$ cat src/rtl/pulse_record_fifo_pkg.sv
// Shared types for the pulse record path: FSM states, record layout and
// the helper that sizes a flattened record for a given counter width.
package pulse_pkg;

    localparam int PULSE_W = 24;

    typedef enum logic [2:0] {
        ST_START     = 3'd0,
        ST_WAIT_RISE = 3'd1,
        ST_CAP_M     = 3'd2,
        ST_WAIT_FALL = 3'd3,
        ST_CAP_P     = 3'd4
    } pulse_state_t;

    // Field order matches the flattened record carried through the FIFO.
    typedef struct packed {
        logic [PULSE_W-1:0] low;
        logic [PULSE_W-1:0] high;
        logic [PULSE_W:0]   period;
        logic               sat;
    } pulse_rec_t;

    // low + high + period (one bit wider) + sat flag
    function automatic int rec_width(input int w);
        return 3 * w + 2;
    endfunction

endpackage

$ cat src/rtl/pulse_record_fifo_sync_fifo.sv
// Single-clock FIFO with a registered head word. The head register is
// refreshed on the same edge as the push/pop that changes it, so a write
// into an empty FIFO is visible on dout the following cycle. dout is zero
// whenever the FIFO is empty.
module sync_fifo #(
    parameter int DEPTH = 8,
    parameter int REC_W = 74
) (
    input  logic                     clk,
    input  logic                     reset_n,
    input  logic                     clear,
    input  logic                     push,
    input  logic                     pop,
    input  logic [REC_W-1:0]         din,
    output logic [REC_W-1:0]         dout,
    output logic                     full,
    output logic                     empty,
    output logic [$clog2(DEPTH):0]   fill
);

    localparam int AW = $clog2(DEPTH);
    localparam int CW = AW + 1;

    logic [REC_W-1:0] mem_q [DEPTH];
    logic [AW-1:0]    wr_ptr_q, wr_ptr_d;
    logic [AW-1:0]    rd_ptr_q, rd_ptr_d;
    logic [CW-1:0]    cnt_q, cnt_d;
    logic [REC_W-1:0] head_q, head_d;
    logic             push_ok, pop_ok;

    assign full    = (cnt_q == CW'(DEPTH));
    assign empty   = (cnt_q == '0);
    assign pop_ok  = pop && !empty;
    assign push_ok = push && (!full || pop_ok);
    assign dout    = head_q;
    assign fill    = cnt_q;

    // Pointer, occupancy and head-word next-state; clear wins over push/pop.
    always_comb begin
        wr_ptr_d = wr_ptr_q + AW'(push_ok);
        rd_ptr_d = rd_ptr_q + AW'(pop_ok);
        cnt_d    = cnt_q + CW'(push_ok) - CW'(pop_ok);
        head_d   = head_q;
        if (cnt_d == '0) begin
            head_d = '0;
        end else if (cnt_q == '0 || (cnt_q == CW'(1) && pop_ok)) begin
            // The incoming word becomes the head directly.
            head_d = din;
        end else if (pop_ok) begin
            head_d = mem_q[rd_ptr_d];
        end
        if (clear) begin
            wr_ptr_d = '0;
            rd_ptr_d = '0;
            cnt_d    = '0;
            head_d   = '0;
        end
    end

    // Control registers.
    always_ff @(posedge clk) begin
        if (!reset_n) begin
            wr_ptr_q <= '0;
            rd_ptr_q <= '0;
            cnt_q    <= '0;
            head_q   <= '0;
        end else begin
            wr_ptr_q <= wr_ptr_d;
            rd_ptr_q <= rd_ptr_d;
            cnt_q    <= cnt_d;
            head_q   <= head_d;
        end
    end

    // Storage array; contents are only meaningful below the occupancy count.
    always_ff @(posedge clk) begin
        if (reset_n && !clear && push_ok) begin
            mem_q[wr_ptr_q] <= din;
        end
    end

endmodule

$ cat src/rtl/pulse_record_fifo.sv
// Captures completed low/high duration pairs from the pulse counter and
// queues them as {low, high, period, sat} records behind a valid/ready port.
// Handshake: a record transfers on every clock edge where out_valid and
// out_ready are both high; out_* fields hold steady while out_valid is high
// and out_ready is low.
module pulse_record_fifo
    import pulse_pkg::*;
#(
    parameter int W     = PULSE_W,
    parameter int DEPTH = 8
) (
    input  logic                     clk,
    input  logic                     reset_n,
    input  logic                     trigger,
    input  logic [W-1:0]             count_p,
    input  logic [W-1:0]             count_m,
    input  logic                     clear,
    output logic                     out_valid,
    input  logic                     out_ready,
    output logic [W-1:0]             out_low,
    output logic [W-1:0]             out_high,
    output logic [W:0]               out_period,
    output logic                     out_sat,
    output logic [$clog2(DEPTH):0]   fill,
    output logic                     overflow,
    output logic [7:0]               drop_cnt,
    output pulse_state_t             dbg_state
);

    localparam int REC_W = rec_width(W);

    logic [2:0]       sync_q, sync_d;
    pulse_state_t     state_q, state_d;
    logic [W-1:0]     m_hold_q, m_hold_d;
    logic             ovf_q, ovf_d;
    logic [7:0]       drop_q, drop_d;
    logic             rise, fall, push, pop, drop;
    logic             fifo_full, fifo_empty;
    logic [W:0]       period;
    logic [REC_W-1:0] push_rec, head_rec;

    // The edge-detect cycle lines up with the pulse counter's update cycle.
    assign rise = (sync_q[2:1] == 2'b01);
    assign fall = (sync_q[2:1] == 2'b10);

    // Trigger shift register; clear does not disturb it.
    always_comb begin
        sync_d = {sync_q[1:0], trigger};
    end

    // Capture sequencer: skip the first partial low interval, then pair
    // each low duration with the following high duration.
    always_comb begin
        state_d  = state_q;
        m_hold_d = m_hold_q;
        push     = 1'b0;
        case (state_q)
            ST_START:     if (fall) state_d = ST_WAIT_RISE;
            ST_WAIT_RISE: begin
                if (rise)      state_d = ST_CAP_M;
                else if (fall) state_d = ST_START;   // lost a rise
            end
            ST_CAP_M: begin
                m_hold_d = count_m;
                state_d  = ST_WAIT_FALL;
            end
            ST_WAIT_FALL: begin
                if (fall)      state_d = ST_CAP_P;
                else if (rise) state_d = ST_START;   // lost a fall
            end
            ST_CAP_P: begin
                push    = 1'b1;
                state_d = ST_WAIT_RISE;
            end
            default:      state_d = ST_START;
        endcase
        if (clear) begin
            state_d  = ST_START;
            m_hold_d = '0;
            push     = 1'b0;
        end
    end

    // Record assembly; the period keeps the carry bit.
    always_comb begin
        period   = {1'b0, m_hold_q} + {1'b0, count_p};
        push_rec = {m_hold_q, count_p, period, (&m_hold_q) | (&count_p)};
    end

    assign pop  = out_ready && !fifo_empty;
    assign drop = push && fifo_full && !pop;

    // Drop bookkeeping: sticky flag and a saturating counter.
    always_comb begin
        ovf_d  = ovf_q | drop;
        drop_d = drop_q;
        if (drop && drop_q != 8'hFF) drop_d = drop_q + 8'd1;
        if (clear) begin
            ovf_d  = 1'b0;
            drop_d = '0;
        end
    end

    // State registers.
    always_ff @(posedge clk) begin
        if (!reset_n) begin
            sync_q   <= '0;
            state_q  <= ST_START;
            m_hold_q <= '0;
            ovf_q    <= 1'b0;
            drop_q   <= '0;
        end else begin
            sync_q   <= sync_d;
            state_q  <= state_d;
            m_hold_q <= m_hold_d;
            ovf_q    <= ovf_d;
            drop_q   <= drop_d;
        end
    end

    sync_fifo #(
        .DEPTH (DEPTH),
        .REC_W (REC_W)
    ) u_fifo (
        .clk     (clk),
        .reset_n (reset_n),
        .clear   (clear),
        .push    (push),
        .pop     (pop),
        .din     (push_rec),
        .dout    (head_rec),
        .full    (fifo_full),
        .empty   (fifo_empty),
        .fill    (fill)
    );

    assign {out_low, out_high, out_period, out_sat} = head_rec;
    assign out_valid = !fifo_empty;
    assign overflow  = ovf_q;
    assign drop_cnt  = drop_q;
    assign dbg_state = state_q;

endmodule

$ cat config.mk
export PLATFORM = sky130hd
export DESIGN_NAME = pulse_record_fifo
export DESIGN_NICKNAME = d
export VERILOG_FILES = /design/src/rtl/pulse_record_fifo_pkg.sv /design/src/rtl/pulse_record_fifo_sync_fifo.sv /design/src/rtl/pulse_record_fifo.sv
export SDC_FILE = /design/constraint.sdc
export NUM_CORES = 1
export LEC_CHECK = 0
export ABC_AREA = 1
export BUFFER_PORTS_ARGS = -buffer_cell sky130_fd_sc_hd__buf_2
export CELL_PAD_IN_SITES_DETAIL_PLACEMENT = 0
export CELL_PAD_IN_SITES_GLOBAL_PLACEMENT = 1
export CORE_ASPECT_RATIO = 0.75
export CORE_MARGIN = 5
export CORE_UTILIZATION = 26
export DETAILED_ROUTE_END_ITERATION = 12
export GPL_TIMING_DRIVEN = 0
export PLACE_DENSITY = 0.59
export REMOVE_ABC_BUFFERS = 1
export SLEW_MARGIN = 20
export SYNTH_ARGS = -nofsm -noshare
export SYNTH_HDL_FRONTEND = slang
export SYNTH_SLANG_ARGS = --single-unit
$ cat constraint.sdc
create_clock -name clk -period 6.25 [get_ports clk]
set_clock_uncertainty 0.05 [all_clocks]
set_input_delay 0.625 -clock clk [delete_from_list [all_inputs] [get_ports clk]]
set_output_delay 0.625 -clock clk [all_outputs]
set_load 0.02 [all_outputs]
# [After elaboration in Yosys (flattened, before gate mapping)]
# Memory sizes are Yosys's and may differ from the RTL's.
# Index checks and enable logic that the tools add are counted.
[op_classes] n_addsub=6 multipliers=0 div_mod_pow=0 order_cmp=0 n_eq_ne=12 n_shift=0 mux=12 bitwise=3 n_reduce_logical=24
[ops] op="74-bit two-way mux" n=2
[ops] op="24-bit AND reduction" n=2
[ops] op="24-bit by 24-bit adder with 25-bit output" n=1
[ops] op="3-bit two-way mux" n=5
[ops] op="3-bit case mux with 5 select lines" n=1
[ops] op="1-bit logical AND" n=9
[ops] op="8-bit by 1-bit adder with 8-bit output, second input constant" n=1
[ops] op="4-bit logical NOT" n=2
[ops] op="8-bit inequality test, second input constant" n=1
[ops] op="3-bit by 1-bit adder with 3-bit output" n=2
[ops] op="3-bit by 2-bit == test with 1-bit output, second input constant" n=2
[ops] op="3-bit inequality test, second input constant" n=2
[ops] op="4-bit by 1-bit adder with 4-bit output" n=1
[ops] op="4-bit by 1-bit == test with 1-bit output, second input constant" n=1
[ops] op="4-bit == test, second input constant" n=1
[ops] op="1-bit logical NOT" n=4
[ops] op="1-bit two-way mux" n=4
[ops] op="4-bit by 1-bit subtractor with 4-bit output" n=1
[ops] op="3-bit by 1-bit == test with 1-bit output, second input constant" n=1
[ops] op="3-bit == test, second input constant" n=1
[ops] op="3-bit logical NOT" n=1
[ops] op="3-bit AND reduction" n=1
[ops] op="3-bit OR reduction" n=1
[ops] op="2-bit by 1-bit == test with 1-bit output, second input constant" n=1
[ops] op="7 further kinds" n=9
[totals] reg_bits=123 latch_bits=0 ram_bits=592 mem_bits_ro=0 input_bits=53 out_inout_bits=91 wordCells=67 memories=1
[mem_list] name="u_fifo.mem_q" words=8 word_bits=74 rd=1 rd_clocked_by_memory_dff=0 wr=1 line="pulse_record_fifo_sync_fifo.sv:24" rtl="logic [REC_W-1:0] mem_q [DEPTH];"

# [Longest topological paths before layout]
# Gate-level depths: netlist (run 1).
[logic_depth] depth_word=10 ltp_mapped=21 depth_no_buf=19

# [Hierarchy]
# From an unflattened synthesis (run 1), not the netlist that was laid out.
[hier_totals] cells_unflattened=3735 area_unflattened_um2=33389.5
[by_module_without_submodules] module="sync_fifo" instances=1 cells_each=3134 area_per_inst_um2=29912.4 seq_area_each_um2=19458.7
[by_module_without_submodules] module="pulse_record_fifo" instances=1 cells_each=601 area_per_inst_um2=3477.1 seq_area_each_um2=780.7

# [Least setup slack after synthesis (run 1)]
# OpenSTA, ideal clock, no wires.
[synth_timing] kind="register -> register" start="register u_fifo.cnt_q[2] (netlist: u_fifo.fill[2])" end="memory u_fifo.mem_q[2][0] (enable)" setup_ps=597 t_arrival_ps=6543 required_time_ps=5603 path_slack_ps=-940 stages_incl_launch_ff=12 path_buffers=0 synth_period_minus_slack_ps=7190 path_cell_list="dfxtp_1 > inv_1 > ha_1 > inv_1 > nor2_2 > nand2_1 > nand2_1 > nand2_1 > nand2_1 > nor2_1 > nand2_1 > nor3_1"
[synth_between] elab_chain_len=9 elab_cells_between_ends=11 classes_between="eq/ne (1); mux (2); reduce/logical (8)"
[synth_lines] item="start: declaration" line="pulse_record_fifo_sync_fifo.sv:27" rtl="logic [CW-1:0] cnt_q, cnt_d;"
[synth_lines] item="start signal: assignment" line="pulse_record_fifo_sync_fifo.sv:70" rtl="cnt_q <= cnt_d;"
[synth_lines] item="4-bit logical NOT *" line="pulse_record_fifo_sync_fifo.sv:32" rtl="assign empty = (cnt_q == '0);"
[synth_lines] item="1-bit logical NOT *"
[synth_lines] item="named net out_valid" line="pulse_record_fifo.sv:18" rtl="output logic out_valid,"
[synth_lines] item="1-bit logical AND" line="pulse_record_fifo.sv:90" rtl="assign pop = out_ready && !fifo_empty;"
[synth_lines] item="1-bit logical AND *" line="pulse_record_fifo_sync_fifo.sv:33" rtl="assign pop_ok = pop && !empty;"
[synth_lines] item="1-bit logical OR *" line="pulse_record_fifo_sync_fifo.sv:34" rtl="assign push_ok = push && (!full || pop_ok);"
[synth_lines] item="1-bit logical AND *" line="pulse_record_fifo_sync_fifo.sv:34"
[synth_lines] item="1-bit logical AND *" line="pulse_record_fifo_sync_fifo.sv:77" rtl="if (reset_n && !clear && push_ok) begin"
[synth_lines] item="1-bit two-way mux *" line="pulse_record_fifo_sync_fifo.sv:77"
[synth_lines] item="1-bit two-way mux (not written as such) *" line="pulse_record_fifo_sync_fifo.sv:78" rtl="mem_q[wr_ptr_q] <= din;"
[synth_lines] item="end: declaration" line="pulse_record_fifo_sync_fifo.sv:24"
# The timed path passes the listed nets; every way through them passes the cells marked *.

# [Worst setup path in the final report (run 1)]
[layout_timing] start="register u_fifo.cnt_q[2] (netlist: u_fifo.fill[2])" end="register u_fifo.head_q[24] (netlist: u_fifo.dout[24])"
[layout_between] elab_chain_len=10 elab_cells_between_ends=20 classes_between="add/sub (3); eq/ne (2); mux (2); reduce/logical (12); memory (1)"
[layout_lines] item="4-bit logical NOT" line="pulse_record_fifo_sync_fifo.sv:32, pulse_record_fifo_sync_fifo.sv:46"
[layout_lines] item="1-bit logical NOT" line="pulse_record_fifo_sync_fifo.sv:33, pulse_record_fifo.sv:90"
[layout_lines] item="1-bit logical AND" line="pulse_record_fifo.sv:90"
[layout_lines] item="1-bit logical AND" line="pulse_record_fifo_sync_fifo.sv:33"
[layout_lines] item="1-bit logical OR" line="pulse_record_fifo_sync_fifo.sv:34"
[layout_lines] item="1-bit logical AND" line="pulse_record_fifo_sync_fifo.sv:34"
[layout_lines] item="4-bit by 1-bit adder with 4-bit output" line="pulse_record_fifo_sync_fifo.sv:42" rtl="cnt_d = cnt_q + CW'(push_ok) - CW'(pop_ok);"
[layout_lines] item="4-bit by 1-bit subtractor with 4-bit output" line="pulse_record_fifo_sync_fifo.sv:42"
[layout_lines] item="4-bit logical NOT" line="pulse_record_fifo_sync_fifo.sv:44" rtl="if (cnt_d == '0) begin"
[layout_lines] item="3-bit OR reduction (no line)"
[layout_lines] item="end signal: assignment" line="pulse_record_fifo_sync_fifo.sv:66" rtl="head_q <= '0;"
[layout_lines] item="end signal: assignment" line="pulse_record_fifo_sync_fifo.sv:71" rtl="head_q <= head_d;"
[layout_lines] item="end: declaration" line="pulse_record_fifo_sync_fifo.sv:28" rtl="logic [REC_W-1:0] head_q, head_d;"
# Parallel ways exist; a longest one is shown, timed or not. The select of a mux whose other input is x is not followed.
# A chain may end at the register's enable or synchronous reset.

==> metrics.yaml, run 1 <==
cts.root.buffer_cell: "sky130_fd_sc_hd__clkbuf_16"
worst-endpoint-required_ns: 6.72
floorplan.initialDensity_pct: 26.07
finalHoldViolCount: 0
power_w: 0.01188
worst_slack_ns: 2.096
htree_levels: 3
port_buffers: 143
synthDistinctLibCells: 42
postSynthAreaPerCell_um2: 11.13
worst_slew_margin_rel_pct: 29.67
die-height_um: 304.3
globalRouteTotalUtil_pct: 14.26
sw_frac_of_total_pct: 30.95
areaGrowthSynthToFinish_pct: 18.56
achievable_frequency_ghz: 0.2407
clockBufferDepth: 3
critical_path.endpoint: "u_fifo.dout[24]"
worst_skew_pair.late_latency_ns: 0.65
yosysWarnings: 0
dp_hpwl_um: 57050
ioPinCount: 144
power.static_leakage_nw: 12.15
gp_routability_congestion: 0.7599
avgRoutedWirePerCell_um: 20.19
grt_pass1_vias: 19740
synthCells: 2697
critical_path_class: "flop to flop"
cts.sink_count: 715
grt.overflow.total: 0
minimum_clock_period_ns: 4.154
setup-violations-final: 0
seqPwrFrac_pct: 44.6
post-route-period-util_pct: 66.46
rsz0062_at_grt: "false"
routed_wl_um: 89490
clkSlewWorstSetupHoldPaths_ns: 0.06
initialDrtViolationCount: 1420
overall_die_area_um2: 122400
internal-power_w: 0.008201
dominantRegCellSynth: "sky130_fd_sc_hd__edfxtp_1"
cts_buffers: 72
cellPowerDensity_nw_per_um2: 333.7
p_clk_share_pct: 35.0
vias: 20660
placeableCoreArea_um2: 115100
cts_hold_buffers: 0
dp.cells: 4303
synth-edff-count: 592
worst_r2r_path_depth: 17
number_of_optimization_iterations_in_the_first_detailed_route_pass: 5
timing.critical_path.fanout_max: 161
comb_power_share_pct: 20.3
finalNonFillerCells: 4433
post_cts_resize_count: 0
async_flop_share_pct: 0
reg2reg_slack_ns: 2.10
finalSetupTns_ns: 0
detail_route.vias_per_cell: 4.660
timing.critical_path.from: "u_fifo.fill[2]"
outcome: "completed"
rr_startpoint: "u_fifo.fill[2]"
most_frequent_standard_cell_in_the_layout_excluding_fill_and_tap_cells: "sky130_fd_sc_hd__edfxtp_1"
hold_path.class: "primary input to flop"
worstSetupStartpointType: "flop"
power.net_switching_w: 0.003675
antenna_found_initial: 4
grt_start_max_net_pins: 162
place_worst_setup_slack_ns: 1.958
wire_length_of_the_first_global_routing_pass_um: 132900
syn-cell-area_um2: 30020
cap_violations: 0
tritoncts_clock_tree: "done"
route.detailed.drc: 0
antenna_violating_nets_post_route: 0
layout.nets: 2928
peakVddDrop_v: 0.0002183
final-max-slew-violation-count: 0
post-cts-setup-buffer-count: 0
tightest_slew_ns: 1.051
crit_arrival_ns: 4.63
critPathCaptureType: "flop"
postSynthRegisterBits: 715
synth_sequential_area_ratio_pct: 67.42
final_cell_mix: "sky130_fd_sc_hd__edfxtp_1 (592), sky130_fd_sc_hd__nor2_1 (398), sky130_fd_sc_hd__o21ai_0 (373), sky130_fd_sc_hd__nand2_1 (244), sky130_fd_sc_hd__inv_1 (209)"
core.rowCount: 108
chipWidth_um: 402.4
reg2reg_to: "u_fifo.dout[24]"
layout-drive-gt1-share_pct: 12.21
-- state kept, by name (all words and copies together), names as in the netlist --
signal,count
u_fifo.mem_q,592
u_fifo.dout,74
m_hold_q,24
drop_cnt,8
u_fifo.fill,4
dbg_state,3
sync_q,3
u_fifo.rd_ptr_q,3
u_fifo.wr_ptr_q,3
overflow,1
-- kinds of logic (layout without fill, tap and decap cells) --
kind of cell / after synthesis / after routing / share of synthesized area, %
other cells: 0 / 1 / 0
simple gates: 792 / 792 / 10.82
fa+ha+maj: 38 / 38 / 1.634
flops: 715 / 715 / 67.42
xor+xnor: 10 / 10 / 0.3168
buf+inv: 381 / 576 / 5.406
compound gates: 761 / 761 / 14.40
-- worst max-delay path: stages, from the launching register on --
cell and delay [ns]:
sky130_fd_sc_hd__dfxtp_1 0.31, sky130_fd_sc_hd__inv_1 0.10, sky130_fd_sc_hd__ha_1 0.15, sky130_fd_sc_hd__inv_1 0.04, sky130_fd_sc_hd__nor2_2 0.21, sky130_fd_sc_hd__nand2_1 0.13
sky130_fd_sc_hd__nand2_1 0.14, sky130_fd_sc_hd__inv_2 0.10, sky130_fd_sc_hd__ha_4 0.64, sky130_fd_sc_hd__buf_16 0.34, sky130_fd_sc_hd__clkinv_8 0.38, sky130_fd_sc_hd__buf_16 0.45
sky130_fd_sc_hd__o21ai_0 0.33, sky130_fd_sc_hd__o211ai_1 0.12, sky130_fd_sc_hd__nand3_1 0.16, sky130_fd_sc_hd__nand2_1 0.06, sky130_fd_sc_hd__inv_1 0.06, sky130_fd_sc_hd__a21oi_1 0.06
-- cell usage after synthesis (16+ instances only) --
cell type / number / area (um2)
sky130_fd_sc_hd__edfxtp_1: 592 / 17780
sky130_fd_sc_hd__nor2_1: 402 / 1509
sky130_fd_sc_hd__o21ai_0: 373 / 1867
sky130_fd_sc_hd__nand2_1: 245 / 919.6
sky130_fd_sc_hd__inv_1: 209 / 784.5
sky130_fd_sc_hd__dfxtp_1: 123 / 2462
sky130_fd_sc_hd__a21oi_1: 113 / 565.5
sky130_fd_sc_hd__o211ai_1: 94 / 705.7
sky130_fd_sc_hd__clkbuf_1: 81 / 304.0
sky130_fd_sc_hd__nand3_1: 70 / 350.3
sky130_fd_sc_hd__o21ai_1: 67 / 335.3
sky130_fd_sc_hd__buf_2: 54 / 270.3
sky130_fd_sc_hd__o22ai_1: 53 / 331.6
sky130_fd_sc_hd__o221ai_1: 51 / 446.7
sky130_fd_sc_hd__ha_1: 36 / 450.4
sky130_fd_sc_hd__nand4_1: 22 / 137.6
sky130_fd_sc_hd__nor3_1: 16 / 80.08
-- routing by layer --
| layer | global-route usage [%] | wire length [um] | part of all wire [%] |
|---|---|---|---|
| met5 | 0 | 0 | 0 |
| met2 | 21.34 | 38760 | 43 |
| met1 | 21.40 | 44550 | 50 |
| met4 | 3.209 | 1607 | 1.8 |
| met3 | 2.605 | 4570 | 5.1 |
-- stage by stage --
stage          hold WS (ns)  utilization, %  area, um2
2_1_floorplan        0.3400               -      29220
3_3_place_gp         0.3511           27.67      31860
3_5_place_dp         0.3463           29.00      33380
4_1_cts             0.06974           30.91      35590
5_1_grt              0.1031           30.91      35590
6_report             0.1271           30.91      35590
-- power by group through the flow --
stage / clock network, W / registers [W] / logic (W)
finish: 0.00416 / 0.00530 / 0.00242
global placement: 0 / 0.00540 / 0.00247
global route: 0.00447 / 0.00531 / 0.00269
detailed placement: 0 / 0.00540 / 0.00245
CTS: 0.00429 / 0.00530 / 0.00246
floorplan: 0 / 0.00552 / 0.00130
-- area by class of cell --
cell class | count | area, um2
clock buffers | 103 | 2011
diodes | 1 | 2.502
fillers | 11740 | 79540
inverters | 219 | 852.1
clock inverters | 26 | 193.9
repair buffers | 228 | 2088
well taps | 1540 | 1927
flip-flops and latches | 715 | 20240
multi-input cells | 1601 | 8277
-- worst min-delay path by stage --
stage,start,endpoint,slack [ns],cells past startpoint
floorplan,sync_q[0],sync_q[1],0.34,2
global placement,sync_q[0],sync_q[1],0.35,2
CTS,trigger,sync_q[0],0.07,3
global route,trigger,sync_q[0],0.10,3
detailed placement,sync_q[0],sync_q[1],0.35,2
finish,trigger,sync_q[0],0.13,3
Power figures use the tool's default switching activity.
==> inputs of run 2 (changes only) <==
==> constraint.sdc (replaced) <==
create_clock -name clk -period 3.5 [get_ports clk]
set_clock_uncertainty 0.05 [all_clocks]
set_input_delay 0.35 -clock clk [delete_from_list [all_inputs] [get_ports clk]]
set_output_delay 0.35 -clock clk [all_outputs]
set_load 0.02 [all_outputs]
==> run 2 against run 1 <==
Cell area grew 2.4%. Final cell count grew 1.4%. Via count grew 2.8%. Sequential share of layout area shrank 1.3 points. Sequential power grew 78%. Register-to-register slack lost 2.0 ns. Die area is the same. Combinational power grew 100%.
==> metrics.yaml, run 2 (synthesized netlist as in run 1, its figures left out) <==
multiInputGateArea_um2: 8334
layout.area.seq_um2: 20240
port_buffers: 143
overall_die_area_um2: 122400
cts.sink_count: 715
crit_arrival_ns: 3.68
reg2reg_slack_ns: 0.12
critPathMaxStageDelay_ns: 0.33
rsz0062_at_grt: "true"
vias: 21240
minimum_clock_period_ns: 3.378
achievable_frequency_ghz: 0.2961
final_cell_mix: "sky130_fd_sc_hd__edfxtp_1 (592), sky130_fd_sc_hd__nor2_1 (397), sky130_fd_sc_hd__o21ai_0 (373), sky130_fd_sc_hd__nand2_1 (243), sky130_fd_sc_hd__inv_1 (209)"
floorplan.initialDensity_pct: 26.07
tightest_slew_ns: 1.088
worstHoldPathCells: 1
outcome: "completed"
antenna_found_initial: 3
die-height_um: 304.3
number_of_optimization_iterations_in_the_first_detailed_route_pass: 5
final-max-slew-violation-count: 0
power.static_leakage_nw: 12.58
cap_violations: 0
grt.overflow.total: 0
cts_buffers: 72
cts.root.buffer_cell: "sky130_fd_sc_hd__clkbuf_16"
max_reg_flops: 592
layout-drive-gt1-share_pct: 13.12
detail_route.vias_per_cell: 4.724
globalRouteMet2Util_pct: 22.58
worstSetupStartpointType: "flop"
initialDrtViolationCount: 1701
critical_path_class: "flop to flop"
route.detailed.drc: 0
worst_skew_pair.late_latency_ns: 0.65
globalRouteTotalUtil_pct: 15.07
reg2reg_to: "u_fifo.mem_q[3][37]"
groute.layer.met1.usage_pct: 22.71
peakVddDrop_v: 0.0003576
ioPinCount: 144
htree_levels: 3
timing.critical_path.fanout_max: 9
layout.nets: 2993
dp_hpwl_um: 57050
antenna_violating_nets_post_route: 0
grt_start_max_net_pins: 82
diodes: 0
critPathCaptureType: "flop"
wire_length_of_the_first_global_routing_pass_um: 138900
most_frequent_standard_cell_in_the_layout_excluding_fill_and_tap_cells: "sky130_fd_sc_hd__edfxtp_1"
tritoncts_clock_tree: "done"
crit_path_frequent_cell: "sky130_fd_sc_hd__nand2_1"
cellPowerDensity_nw_per_um2: 599.4
hold_path_end: "u_fifo.mem_q[1][36]"
power_w: 0.02185
worst_slew_margin_rel_pct: 27.24
grt_pass1_vias: 20100
worstHoldStart: "count_p[10]"
placeableCoreArea_um2: 115100
worst-endpoint-required_ns: 3.80
n_fill_cell: 11680
gp_routability_congestion: 0.7599
cpMaxStageDelayCell: "sky130_fd_sc_hd__dfxtp_1"
use_met3_pct: 2.715
worst_r2r_path_depth: 17
critical-path-top-delay-family: "buffers and inverters"
clkSlewWorstSetupHoldPaths_ns: 0.06
max_flop_register: "u_fifo.mem_q"
rr_startpoint: "u_fifo.fill[2]"
worstPathBufferInverterCount: 8
core.rowCount: 108
crit_path_cell_trace: "inv_1 > ha_1 > inv_1 > nor2_2 > nand2_1 > nand2_1 > nand2_1 > nand2_1 > nor2_1 > nand2_1 > nor3_4 > buf_6 > buf_4 > buf_4 > buf_4 > buf_6 > buf_4"
routed_wl_um: 96870
areaGrowthSynthToFinish_pct: 21.43
setup-violations-final: 0
grt.busiest_layer: "met1"
worst_slack_ns: 0.1224
avgRoutedWirePerCell_um: 21.54
hold_path.class: "primary input to flop"
clockBufferDepth: 3
post-route-period-util_pct: 96.50
finalHoldViolCount: 0
chipWidth_um: 402.4
finalSetupTns_ns: 0
place_worst_setup_slack_ns: -0.7919
[run 2: changes by cell type in the layout (fill, tap and decap cells not counted), sizes merged]
cell         before  now
buf             228  252
bufbuf            0    1
clkbuf          103  108
clkinv           21   23
diode             1    0
dlygate4sd3       0   33
inv             222  221
nand2           246  247
[run 2: worst register-to-register path: cells and delay by family, from the launching register on]
kind / cells / cell delay [ns]
fa+ha+maj: 1 / 0.19
buf+inv: 8 / 1.32
flops: 1 / 0.33
simple gates: 8 / 1.20
[run 2: timing repair]
item	in CTS	in global routing
buffers inserted	7	14
endpoints found under the hold margin	84	0
gates resized for setup	8	13
hold buffers	33	0
gates cloned	6	5
endpoints found under the setup margin	98	139
pin swaps	5	4
[run 2: routing by layer]
layer  vias up  routed length [um]  share of wire, %
met2       603               41770                43
met3        94                6192               6.4
met5         -                   0                 0
met1     10470               47310                49
li1      10070                   -                 -
met4         0                1601               1.7
[run 2: worst max-delay path by stage]
stage                              start                   to  slack, ns  cells after the start
after floorplan           u_fifo.fill[2]       u_fifo.dout[7]      -6.83                     17
after global placement    u_fifo.fill[2]       u_fifo.dout[7]     -15.02                     17
after detailed placement  u_fifo.fill[2]      u_fifo.dout[25]      -0.79                     19
after CTS                 u_fifo.fill[2]  u_fifo.mem_q[3][31]      -0.11                     17
after global routing      u_fifo.fill[2]  u_fifo.mem_q[3][39]      -0.10                     17
final                     u_fifo.fill[2]  u_fifo.mem_q[3][37]       0.12                     17
[run 2: stage by stage]
step,hold WS (ns),cells,instance area (um2),util (%)
after detailed placement,0.3463,4303,33380,29.00
after floorplan,0.3400,2535,29220,-
after global placement,0.3511,4218,31860,27.67
after global routing,0.02875,4497,36450,31.66
after CTS,0.001536,4478,36190,31.43
final,0.06313,4497,36450,31.66
[run 2: cell type report]
cell class                 count  area share, %
sequential                   715          55.52
multi-input combinational   1602          22.86
timing repair buffer         291          7.802
clock buffer                 103          5.516
tap                         1540          5.286
inverter                     219          2.434
clock inverter                26         0.5320
timing repair inverter         1        0.04462
[run 2: report_power, final]
part,switching [W],leakage [nW],internal [W]
registers,0.000117,6.06,0.00935
logic,0.00353,5.44,0.00140
clock network,0.00330,1.08,0.00416
==> inputs of run 3 (changes only) <==
--- a/config.mk
+++ b/config.mk
@@ -7,14 +7,12 @@
 export LEC_CHECK = 0
 export ABC_AREA = 1
 export BUFFER_PORTS_ARGS = -buffer_cell sky130_fd_sc_hd__buf_2
-export CELL_PAD_IN_SITES_DETAIL_PLACEMENT = 0
-export CELL_PAD_IN_SITES_GLOBAL_PLACEMENT = 1
 export CORE_ASPECT_RATIO = 0.75
 export CORE_MARGIN = 5
 export CORE_UTILIZATION = 26
 export DETAILED_ROUTE_END_ITERATION = 12
 export GPL_TIMING_DRIVEN = 0
-export PLACE_DENSITY = 0.59
+export PLACE_DENSITY = 0.52
 export REMOVE_ABC_BUFFERS = 1
 export SLEW_MARGIN = 20
 export SYNTH_ARGS = -nofsm -noshare
==> run 3 against run 2 <==
Wire length fell by 2.2%. Combinational power grew 2%. Worst hold slack worse by 0.0025 ns. Global-route usage fell by 0.56 points. Final cell count hardly changed. Core utilization about the same. Non-clock buffer count fell by 2. Total power grew 0.30%. First-iteration DRC count up 14%. Sequential cell count unchanged. Largest cell class unchanged.
==> metrics.yaml, run 3 (synthesized netlist as in run 1, its figures left out) <==
achievable_frequency_ghz: 0.3050
critPathCaptureType: "flop"
clkSlewWorstSetupHoldPaths_ns: 0.06
most_frequent_standard_cell_in_the_layout_excluding_fill_and_tap_cells: "sky130_fd_sc_hd__edfxtp_1"
internal-power_w: 0.01498
layout.nets: 2991
rsz0062_at_grt: "true"
diodes: 0
post-route-period-util_pct: 93.66
floorplan.initialDensity_pct: 26.07
finalHoldViolCount: 0
finalNonFillerCells: 4495
grt_pass1_vias: 19790
chipWidth_um: 402.4
worst_skew_pair.late_latency_ns: 0.64
placeableCoreArea_um2: 115100
finalSetupTns_ns: 0
route.detailed.drc: 0
n_fill_cell: 11720
antenna_found_initial: 2
initialDrtViolationCount: 1947
cts.root.buffer_cell: "sky130_fd_sc_hd__clkbuf_16"
power.static_leakage_nw: 12.60
peakVddDrop_v: 0.0003324
tritoncts_clock_tree: "done"
htree_levels: 3
cts.sink_count: 715
antenna_violating_nets_post_route: 0
comb_power_share_pct: 23.0
routed_wl_um: 94770
worst_slew_margin_rel_pct: 31.56
overall_die_area_um2: 122400
max_reg_flops: 592
die-height_um: 304.3
tightest_slew_ns: 1.023
areaGrowthSynthToFinish_pct: 21.48
multiInputGateArea_um2: 8352
dpl_cell_area_um2: 33220
final_area_um2: 36470
dp.cells: 4298
worstSetupStartpointType: "flop"
timing.critical_path.fanout_max: 8
outcome: "completed"
place_worst_setup_slack_ns: -1.177
seqPwrFrac_pct: 43.2
number_of_optimization_iterations_in_the_first_detailed_route_pass: 7
cap_violations: 0
reg2reg_slack_ns: 0.22
ioPinCount: 144
vias: 21390
port_buffers: 143
grt_start_max_net_pins: 85
max_flop_register: "u_fifo.mem_q"
critical_path_class: "flop to flop"
grt.overflow.total: 0
dp_hpwl_um: 54900
layout-drive-gt1-share_pct: 13.30
hold_path.class: "primary input to flop"
setup-violations-final: 0
power_w: 0.02191
minimum_clock_period_ns: 3.278
final-max-slew-violation-count: 0
gp_routability_congestion: 0.8174
clockBufferDepth: 3
final_cell_mix: "sky130_fd_sc_hd__edfxtp_1 (592), sky130_fd_sc_hd__nor2_1 (396), sky130_fd_sc_hd__o21ai_0 (371), sky130_fd_sc_hd__nand2_1 (243), sky130_fd_sc_hd__inv_1 (209)"
wire_length_of_the_first_global_routing_pass_um: 134700
worst-endpoint-required_ns: 3.80
detail_route.vias_per_cell: 4.758
avgRoutedWirePerCell_um: 21.08
power.net_switching_w: 0.006932
cellPowerDensity_nw_per_um2: 600.9
crit_arrival_ns: 3.58
sw_frac_of_total_pct: 31.63
globalRouteTotalUtil_pct: 14.52
layout.area.seq_um2: 20240
worst_slack_ns: 0.2218
core.rowCount: 108
cts_buffers: 70
p_clk_share_pct: 33.8
run 3: critical path, stage by stage, from the launching register on:
cell and delay, ns:
sky130_fd_sc_hd__dfxtp_1 0.34, sky130_fd_sc_hd__inv_1 0.08, sky130_fd_sc_hd__ha_1 0.19, sky130_fd_sc_hd__inv_1 0.09, sky130_fd_sc_hd__nor2_4 0.05, sky130_fd_sc_hd__nand2_1 0.12
sky130_fd_sc_hd__nand2_1 0.11, sky130_fd_sc_hd__nand2_1 0.11, sky130_fd_sc_hd__nand2_1 0.08, sky130_fd_sc_hd__nor2_2 0.14, sky130_fd_sc_hd__nand2_2 0.15, sky130_fd_sc_hd__nor3_2 0.36
sky130_fd_sc_hd__buf_4 0.30, sky130_fd_sc_hd__buf_4 0.22, sky130_fd_sc_hd__buf_4 0.22, sky130_fd_sc_hd__buf_6 0.18, sky130_fd_sc_hd__buf_4 0.18
run 3: area by class of cell:
cell class | count | share of cell area (%)
timing repair buffer | 289 | 7.727
timing repair inverter | 3 | 0.1201
clock inverter | 23 | 0.4941
sequential | 715 | 55.50
multi-input combinational | 1602 | 22.90
clock buffer | 104 | 5.534
tap | 1540 | 5.284
inverter | 219 | 2.439
run 3: path summary, 6_finish.rpt:
| path | start | endpoint | cells after the start |
|---|---|---|---|
| worst max-delay path | u_fifo.fill[2] | u_fifo.mem_q[3][31] | 16 |
| worst min-delay path | count_p[0] | u_fifo.mem_q[3][26] | 1 |
| worst max register to register | u_fifo.fill[2] | u_fifo.mem_q[3][31] | 16 |
| worst min register to register | sync_q[0] | sync_q[1] | 2 |
run 3: power by group through the flow:
stage	sequential (W)	combinational (W)	clock, W
6_report	0.00946	0.00504	0.00741
5_1_grt	0.00948	0.00551	0.00792
4_1_cts	0.00946	0.00482	0.00758
3_5_place_dp	0.00964	0.00433	0
3_3_place_gp	0.00964	0.00390	0
2_1_floorplan	0.00986	0.00232	0
run 3: layer usage:
layer  track usage [%]  routed length (um)
met1             21.78               45550
met2             21.70               41120
met5                 0                  10
met4             2.703                1191
met3             3.072                6901
run 3: repair_timing:
action,in CTS,in global routing
hold buffers,32,0
pin swaps,5,3
gates cloned,8,7
resized for setup,11,13
endpoints found under the hold margin,46,0
setup buffers,9,14
endpoints found under the setup margin,89,94
run 3: stage by stage:
step	hold WS (ns)	util, %
3_5_place_dp	0.3509	28.85
3_3_place_gp	0.3467	27.67
6_report	0.06062	31.67
5_1_grt	0.02691	31.67
2_1_floorplan	0.3400	-
4_1_cts	0.003883	31.37
